## src/rtl/multicycle_adder.sv

```systemverilog
// Area-lean adder/subtractor: adds CHUNK bits per cycle through a registered carry,
// with a start/busy/done handshake and Cout/Overflow/Zero flags held until the next completion.
module multicycle_adder #(
  parameter int WIDTH = 8,
  parameter int CHUNK = 2
) (
  input  logic             CLK,
  input  logic             NSYSRESET,
  input  logic             start,
  input  logic [WIDTH-1:0] A,
  input  logic [WIDTH-1:0] B,
  input  logic             Cin,
  input  logic             Sub,
  output logic             busy,
  output logic             done,
  output logic [WIDTH-1:0] Sum,
  output logic             Cout,
  output logic             Overflow,
  output logic             Zero
);
  localparam int N  = WIDTH / CHUNK;
  localparam int KW = (N > 1) ? $clog2(N) : 1;

  typedef enum logic [1:0] {S_IDLE, S_ADD, S_DONE} state_t;

  state_t           r_state;
  state_t           w_nextState;
  logic [WIDTH-1:0] r_a;
  logic [WIDTH-1:0] r_b;
  logic [WIDTH-1:0] r_part;
  logic [WIDTH-1:0] r_sum;
  logic             r_carry;
  logic             r_cout;
  logic             r_ovf;
  logic             r_zero;
  logic [KW-1:0]    r_k;
  logic [CHUNK:0]   w_chunkSum;
  logic [WIDTH-1:0] w_partNext;
  logic             w_last;
  logic             w_accept;
  logic             w_ovf;

  // Operands shift right by CHUNK each cycle, so the active chunk is always the low bits.
  assign w_last     = (r_k == KW'(N - 1));
  assign w_accept   = start && (r_state != S_ADD);
  assign w_chunkSum = {1'b0, r_a[CHUNK-1:0]} + {1'b0, r_b[CHUNK-1:0]} + {{CHUNK{1'b0}}, r_carry};
  // On the final chunk: operand MSBs agree but the result MSB differs.
  assign w_ovf      = (r_a[CHUNK-1] ~^ r_b[CHUNK-1]) & (r_a[CHUNK-1] ^ w_chunkSum[CHUNK-1]);

  // New chunk enters at the top; after N cycles the first chunk has reached bit 0.
  generate
    if (CHUNK == WIDTH) begin : g_single
      assign w_partNext = w_chunkSum[CHUNK-1:0];
    end else begin : g_multi
      assign w_partNext = {w_chunkSum[CHUNK-1:0], r_part[WIDTH-1:CHUNK]};
    end
  endgenerate

  always_ff @(posedge CLK or negedge NSYSRESET) begin
    if (!NSYSRESET) begin
      r_state <= S_IDLE;
    end else begin
      r_state <= w_nextState;
    end
  end

  always_comb begin
    w_nextState = r_state;
    case (r_state)
      S_IDLE:  if (start) w_nextState = S_ADD;
      S_ADD:   if (w_last) w_nextState = S_DONE;
      S_DONE:  w_nextState = start ? S_ADD : S_IDLE;
      default: w_nextState = S_IDLE;
    endcase
  end

  always_ff @(posedge CLK or negedge NSYSRESET) begin
    if (!NSYSRESET) begin
      r_a     <= '0;
      r_b     <= '0;
      r_part  <= '0;
      r_carry <= 1'b0;
      r_k     <= '0;
      r_sum   <= '0;
      r_cout  <= 1'b0;
      r_ovf   <= 1'b0;
      r_zero  <= 1'b0;
    end else if (w_accept) begin
      r_a     <= A;
      r_b     <= B ^ {WIDTH{Sub}};
      r_carry <= Cin ^ Sub;
      r_part  <= '0;
      r_k     <= '0;
    end else if (r_state == S_ADD) begin
      r_a     <= r_a >> CHUNK;
      r_b     <= r_b >> CHUNK;
      r_carry <= w_chunkSum[CHUNK];
      r_part  <= w_partNext;
      r_k     <= r_k + KW'(1);
      if (w_last) begin
        r_sum  <= w_partNext;
        r_cout <= w_chunkSum[CHUNK];
        r_ovf  <= w_ovf;
        r_zero <= (w_partNext == '0);
      end
    end
  end

  assign busy     = (r_state == S_ADD);
  assign done     = (r_state == S_DONE);
  assign Sum      = r_sum;
  assign Cout     = r_cout;
  assign Overflow = r_ovf;
  assign Zero     = r_zero;
endmodule

```

## config.mk

```make
export PLATFORM = sky130hd
export DESIGN_NAME = multicycle_adder
export DESIGN_NICKNAME = d
export VERILOG_FILES = /design/src/rtl/multicycle_adder.sv
export SDC_FILE = /design/constraint.sdc
export NUM_CORES = 1
export LEC_CHECK = 0
export BUFFER_PORTS_ARGS = -buffer_cell sky130_fd_sc_hd__buf_2
export CORE_ASPECT_RATIO = 1.5
export CORE_MARGIN = 1
export CORE_UTILIZATION = 40
export DETAILED_ROUTE_END_ITERATION = 8
export GPL_TIMING_DRIVEN = 0
export PLACE_DENSITY = 0.72
export SYNTH_ARGS = -nofsm -noshare
export SYNTH_HDL_FRONTEND = slang
export SYNTH_SLANG_ARGS = --single-unit
```

## constraint.sdc

```tcl
create_clock -name CLK -period 5.51 [get_ports CLK]
set_input_delay 1.653 -clock CLK [delete_from_list [all_inputs] [get_ports CLK]]
set_output_delay 1.653 -clock CLK [all_outputs]
set_load 0.1 [all_outputs]
```

* After elaboration in Yosys (flattened, before gate mapping)
Index checks and enable logic that the tools add are counted.
** Storage, ports and cells
- Register bits :: 40
- Input port bits :: 21
- Word-level logic and storage cells :: 45
** Cells by class
- Add/sub/neg operators :: 3
- Equal/unequal tests :: 6
- Muxes and demuxes :: 14
- Bitwise logic cells :: 6
- Reduce and logical (&&, ||, !) cells :: 6
** Operator list (number)
- 8-bit two-way mux :: 6
- 8-bit zero test :: 1
- 2-bit two-way mux :: 4
- 8-bit XOR :: 1
- 2-bit one-hot mux with 3 select lines :: 1
- 2-bit == test (second input constant) :: 2
- 2-bit by 1-bit inequality test with 1-bit output (second input constant) :: 2
- 2-bit by 2-bit adder with 3-bit output :: 1
- 3-bit by 1-bit adder with 3-bit output :: 1
- 1-bit two-way mux :: 3
- 3-bit AND reduction :: 1
- 2-bit by 1-bit adder with 2-bit output (second input constant) :: 1
- 2-bit by 1-bit == test with 1-bit output (second input constant) :: 1
- 2-bit zero test :: 1
- 2-bit inequality test (second input constant) :: 1
- 2-bit AND reduction :: 1
- 2-bit nonzero test :: 1
- 1-bit XOR :: 2
- 1-bit bitwise AND :: 1
- 1-bit logical AND :: 1
- 1-bit NOT :: 1
- 1-bit bitwise XNOR :: 1

* Longest topological paths before layout
Gate-level depths: netlist of run 1.
- Depth in word-level cells :: 4
- Depth in mapped cells :: 7

* Least setup slack after synthesis of run 1
No wires, ideal clock.
- Kind :: reg-to-output
- From :: register r_state[0]
- To :: output port done
- Arrival time :: 1.168 ns
- Slack :: 2.689 ns
- Cell stages (with the launch flop) :: 2
- Buffers on the path :: 0
- Cells stage by stage :: dfrtp_1 > and2b_1
** On the way
- Cells in the longest elaborated chain, start to end :: 1
** RTL lines
- start: declaration :: RTL line 26 : state_t r_state;
- start signal: assignment :: RTL line 63 : r_state <= w_nextState;
- 2-bit == test :: RTL line 110 : assign done = (r_state == S_DONE);
- end: declaration :: RTL line 15 : output logic done,
Every way passes these cells.

* Final worst setup path of run 1
- From :: register r_state[1]
- To :: output port busy
** On the way
- Cells in the longest elaborated chain, start to end :: 1
** RTL lines
- 2-bit by 1-bit == test with 1-bit output :: RTL line 109 : assign busy = (r_state == S_ADD);
- end: declaration :: RTL line 14 : output logic busy,
Every way passes these cells.

==> results of run 1 <==
-- kinds of logic after synthesis --
group,Yosys count
buffers and inverters,17
flip-flops,38
adder cells (fa/ha/maj),4
AND/OR/NAND/NOR,41
multiplexers,20
AO/OA/AOI/OAI,30
XOR/XNOR,10
-- flip-flops by register name, indices dropped and copies added, names as in the netlist --
| signal | flops |
|---|---|
| r_k | 2 |
| Overflow | 1 |
| r_b | 8 |
| Zero | 1 |
| Cout | 1 |
| r_carry | 1 |
| Sum | 8 |
| r_a | 8 |
| r_state | 2 |
| r_part | 6 |
-- layout by cell type (no fill, tap or decap), drive strengths merged --
master  instances
clkbuf          5
and2b           1
mux2i          14
nand3b          1
o31ai           1
nor2            5
ha              2
bufinv          1
nor4b           2
fa              2
inv             7
clkinv          3
xor2            8
o21ai          25
o22ai           2
a211oi          2
nand3           3
dfrtp          38
mux2            6
nand2          28
buf            40
nand2b          1
xnor2           2
-- tightest hold or removal path: stages, from the launching register on --
cell     delay, ns
dfrtp_1       0.34
nand2_1       0.04
o21ai_0       0.06
-- final cells by class --
class	instances	area share
Sequential cell	38	0.446
Multi-Input combinational cell	105	0.348
Timing Repair Buffer	31	0.0727
Buffer	9	0.0393
Clock buffer	5	0.0323
Tap cell	46	0.0270
Clock inverter	3	0.0188
Inverter	8	0.0164
-- layer usage --
| metal | share of wire | routed length, um | vias to the layer above |
|---|---|---|---|
| met2 | 0.49 | 1630 | 36 |
| met5 | 0 | 0 | - |
| li1 | - | - | 608 |
| met3 | 0.048 | 159 | 3 |
| met1 | 0.45 | 1510 | 602 |
| met4 | 0.0075 | 25 | 0 |
-- path summary, 6_finish.rpt --
| check | from | end | slack (ns) | cells after the start |
|---|---|---|---|---|
| worst min register to register | Sum[7] | Sum[7] | 0.48 | 2 |
| max in group asynchronous | NSYSRESET | Sum[5] | 3.53 | 1 |
| worst max-delay path | r_state[1] | busy | 2.12 | 5 |
| worst min-delay path | Sum[7] | Sum[7] | 0.48 | 2 |
| min in group asynchronous | NSYSRESET | Cout | 1.46 | 1 |
| worst max register to register | r_a[0] | Zero | 3.54 | 6 |
-- per-stage QoR --
stage / total power, uW / cell area [um2]
floorplan: 1090 / 1810
global placement: 1230 / 2020
detailed placement: 1240 / 2020
CTS: 1480 / 2130
global route: 1560 / 2130
finish: 1460 / 2130
-- where the power goes --
group / internal, uW / total, uW / switching, uW / leakage [uW]
Sequential: 397 / 470 / 73.4 / 0.000488
Clock: 133 / 233 / 100 / 0.0000579
Combinational: 222 / 759 / 537 / 0.000518
Total: 752 / 1460 / 711 / 0.00106
==> out/qor.csv, run 1 <==
stage,metric,value,unit
status,outcome,"complete, but fails checks",
status,violated checks,design-rule violations,
synth,Synth Area in Compound Gates,0.109,
clocking,H-tree lvl count,2,
clocking,clock tree from TritonCTS,yes,
drt,vias after detailed routing,1249,
synth,register bit count reported by yosys,38,
critical_path,cell breakdown of the critical path,nand2b_1 -> buf_6 -> inv_6 -> buf_2 -> buf_2,
floorplan,die height,84.4,um
timing,final worst slack,2.12,ns
floorplan,DIE WIDTH,57.0,um
timing,final hold slack,0.478,ns
clocking,clock latency on the worst-skew pair,0.29,ns
clocking,hold buffers post-CTS,0,
synth,cell count after synthesis,160,
critical_path,crit path DAT,1.74,ns
job,Max Cap Viol,0,
placement,# placed instances,237,
grt,GR Util met2,0.247,
placement,Setup WS pre-CTS,2.43,ns
floorplan,core footprint,4280,um2
drt,drt total wl,3330,um
placement,hpwl dp,2410,um
clocking,CTS Sinks,38,
critical_path,"delay-heaviest family, CP",buffers and inverters,
critical_path,CP required,3.86,ns
timing,fin. max-slew vios,0,
timing,fmax,295,MHz
synth,Syn Area/Cell,11.3,um2
synth,count of cell types in the netlist,28,
layout,diodes inserted,0,
clocking,Worst-path clk slew,0.07,ns
synth,mux contribution to synthesized area,0.115,
synth,Synth area leaders,"dfrtp_1 52%, mux2i_1 7.7%, nand2_1 5.6%",
worst_hold_path,worst hold path type,reg2reg,
synth,Mapped Nets,185,
floorplan,die area,4810,um2
critical_path,CP endpoint kind,output pin,
synth,largest family of logic cells by synthesized area,multiplexers,
synth,Async SR Flop Fraction,1.00,
timing,"Hold Violations, Final",0,
clocking,CTS max path bufs,2,
clocking,clk root buf,clkbuf_8,
placement,# port buffers,31,
clocking,CTS Buf Count,5,
critical_path,buffers plus inverters on the worst setup path,4,
timing,Setup-failing EPs final,0,
pwr,"IR drop worst, VDD",0.000403,V
grt,number of global-route vias before repair,1257,
drt,WL/cell,13.6,um
grt,overall routing resource usage,0.157,
critical_path,slowest cell on the critical path,buf_2,
timing,Worst-Margin Slew,0.826,ns
drt,initial drt markers,47,
synth,Most used DFF post-synth,dfrtp_1,
drt,# DRC,8,
drt,DR vias/cell,5.10,
grt,initial antenna violation count,0,
synth,simple-gate share of the synthesized area,0.102,
synth,post-synthesis xor/xnor area fraction,0.0483,
critical_path,worst-path fanout max,10,
drt,DRT Pass-1 Iters,8,
placement,Routability Congestion,0.733,
critical_path,CP Launch Type,register,
synth,"count leader, synth",dfrtp_1,
layout,Multi-input gate area,742,um2
timing,relative slew slack,0.450,
timing,RSZ-0062 raised after global routing,false,
layout,Area Overhead vs Synth,17.7,%
timing,Fin Setup TNS,0,ns
synth,Post-Synth Adder-Cell Area,0.0359,
layout,fin util,0.498,
timing,clk_skew,0.00611,ns
pwr,pwr/cell area,686,nW/um2
grt,gr ovfl total,0,
layout,fin cells,245,
timing,period utilization,0.615,
floorplan,# rows,29,
grt,first-pass GRT wire length,5930,um
layout,Register Area,951,um2
synth,Post-synth EDFFs,0,
grt,GR Layer Usage met3,0.0385,
grt,met1 GRT Util,0.214,
floorplan,I/O Pins,34,
clocking,post-cts repair resize count,0,
layout,fillers,417,
timing,min cycle time layout,3.39,ns
layout,share of post-route cells with drive strength above 1,0.337,
layout,nets,223,
grt,largest net degree at the start of global routing,39,
synth,Yosys top cell by area,dfrtp_1,
synth,area share of the largest cell type after synthesis,0.525,
critical_path,critical path class,reg2out,
critical_path,CP peak stage delay,0.47,ns
clocking,number of setup buffers added after CTS,0,
critical_path,critical path's most frequent cell,buf_2,
drt,antenna-violating nets left,0,
synth,"Warnings, synthesis",0,
grt,gr busiest metal,met2,
floorplan,Starting Density,0.423,
pwr,Static Leak,0.00106,uW
synth,sequential-to-total area share from yosys stat,0.525,
synth,Synth top cells by count,"38 x dfrtp_1, 27 x nand2_1, 15 x o21ai_0",
synth,Mapped Area,1810,um2
Note: power is estimated with default switching activity, not from simulation.
==> run 2: changes to the inputs <==
Settings changed: PLACE_DENSITY 0.72 to 0.74.
Clock period 5.51 ns to 3.01 ns, I/O delays scaled along.
==> run 2 against run 1 <==
Net effect: the flow still finishes with violations (design-rule violations); core utilization down 0.76 points; via count is 1.1% lower; sequential power grew 83%; first-iteration DRC count down 45%; highest routed layer unchanged.
==> out/qor.csv, run 2 (same netlist as run 1, synthesis figures left out) <==
stage,metric,value,unit
grt,initial antenna violation count,0,
floorplan,# rows,29,
critical_path,CP Launch Type,register,
layout,share of post-route cells with drive strength above 1,0.323,
status,violated checks,design-rule violations,
pwr,Static Leak,0.00104,uW
clocking,Worst-path clk slew,0.06,ns
clocking,hold buffers post-CTS,0,
grt,largest net degree at the start of global routing,39,
floorplan,die height,84.4,um
drt,DR vias/cell,5.06,
timing,"Hold Violations, Final",0,
placement,Routability Congestion,0.755,
layout,fillers,432,
critical_path,worst reg2reg startpoint,r_a[0],
timing,final hold slack,0.473,ns
drt,WL/cell,13.8,um
pwr,Total Power,2570,uW
critical_path,"delay-heaviest family, CP",buffers and inverters,
layout,nets,223,
floorplan,core footprint,4280,um2
worst_hold_path,Worst Hold Path EP,Zero,
clocking,clock latency on the worst-skew pair,0.29,ns
timing,Worst-Margin Slew,0.853,ns
layout,"most common cell after layout, fill and taps aside",dfrtp_1,
critical_path,CP required,2.11,ns
critical_path,buffers plus inverters on the worst setup path,4,
critical_path,"setup slack, reg-to-reg",1.04,ns
clocking,post-cts repair resize count,0,
critical_path,CP peak stage delay,0.47,ns
layout,most frequent cells in the layout,"38 x dfrtp_1, 34 x buf_2, 27 x nand2_1, 15 x o21ai_0, 14 x mux2i_1",
worst_hold_path,worst hold path type,reg2reg,
timing,relative slew slack,0.431,
worst_hold_path,Hold Crit Start,Zero,
drt,drt total wl,3360,um
timing,Fin Setup TNS,0,ns
timing,period utilization,0.872,
critical_path,critical path class,reg2out,
timing,fin. max-slew vios,0,
timing,RSZ-0062 raised after global routing,false,
clocking,H-tree lvl count,2,
clocking,CTS max path bufs,2,
placement,# port buffers,31,
grt,number of global-route vias before repair,1245,
grt,overall routing resource usage,0.158,
job,Max Cap Viol,0,
clocking,clk root buf,clkbuf_8,
drt,DRT Pass-1 Iters,6,
timing,clk_skew,0.00301,ns
pwr,pwr/cell area,1220,nW/um2
grt,first-pass GRT wire length,5820,um
timing,fmax,381,MHz
timing,min cycle time layout,2.63,ns
critical_path,critical path's most frequent cell,buf_2,
grt,gr ovfl total,0,
clocking,CTS Buf Count,5,
critical_path,worst-path fanout max,10,
timing,Setup-failing EPs final,0,
floorplan,I/O Pins,34,
placement,hpwl dp,2420,um
placement,dpl cell area,2020,um2
drt,initial drt markers,26,
clocking,CTS Sinks,38,
floorplan,DIE WIDTH,57.0,um
floorplan,die area,4810,um2
status,outcome,"complete, but fails checks",
clocking,number of setup buffers added after CTS,0,
layout,Area Overhead vs Synth,16.0,%
layout,post-route standard cell area excluding fillers,2100,um2
critical_path,CP endpoint kind,output pin,
critical_path,cell breakdown of the critical path,nand2b_1 -> buf_6 -> inv_6 -> buf_2 -> buf_2,
critical_path,Reg2Reg Depth,6,
critical_path,slowest cell on the critical path,buf_2,
drt,vias after detailed routing,1235,
drt,# DRC,4,
drt,antenna-violating nets left,0,
layout,diodes inserted,0,
worst_hold_path,WHS Path Cells,2,
pwr,"IR drop worst, VDD",0.000683,V
floorplan,Starting Density,0.423,
clocking,clock tree from TritonCTS,yes,
critical_path,reg2reg end,Zero,
critical_path,crit path DAT,1.72,ns
[run 2: changes by cell type in the layout (fill, tap and decap cells not counted)]
cell       previous run  this run
clkbuf_1              0         2
bufinv_16             1         0
clkinv_2              2         0
[run 2: how the worst max path moves through the flow]
stage,from,to,depth (start not counted)
after CTS,r_state[1],busy,5
final,r_state[1],busy,5
after floorplan,r_state[0],done,1
after global routing,r_state[1],busy,5
after global placement,r_state[1],busy,5
after detailed placement,r_state[1],busy,5
[run 2: where the power goes]
part           internal [uW]  switching [uW]  leakage [uW]
sequential               727             133      0.000488
clock                    159             162     0.0000383
combinational            408             983      0.000518
total                   1290            1280       0.00104
[run 2: stage by stage]
stage,util,instances,worst slack (ns)
5_1_grt,0.491,244,0.281
3_5_place_dp,0.473,237,0.687
2_1_floorplan,-,160,0.939
6_report,0.491,244,0.384
3_3_place_gp,0.473,237,0.697
4_1_cts,0.491,244,0.362
[run 2: per-layer routing]
metal,up-vias,global-route usage,share of wire
met5,-,0,0
met3,5,0.0524,0.045
li1,611,-,-
met2,29,0.264,0.51
met1,590,0.189,0.43
met4,0,0.0532,0.017
[run 2: tightest hold or removal path, delay by kind of cell (launching register included)]
kind | cells | cell delay, ns
DFF | 1 | 0.34
AOI/OAI and AO/OA | 1 | 0.06
and+or+nand+nor | 1 | 0.04
[run 2: cell type report]
type                            count  area (um2)  area share
Timing Repair Buffer               31         155      0.0739
Multi-Input combinational cell    105         742       0.353
Buffer                              9        83.8      0.0399
Inverter                            8        35.0      0.0167
Clock buffer                        7        76.3      0.0363
Tap cell                           46        57.6      0.0274
Sequential cell                    38         951       0.453
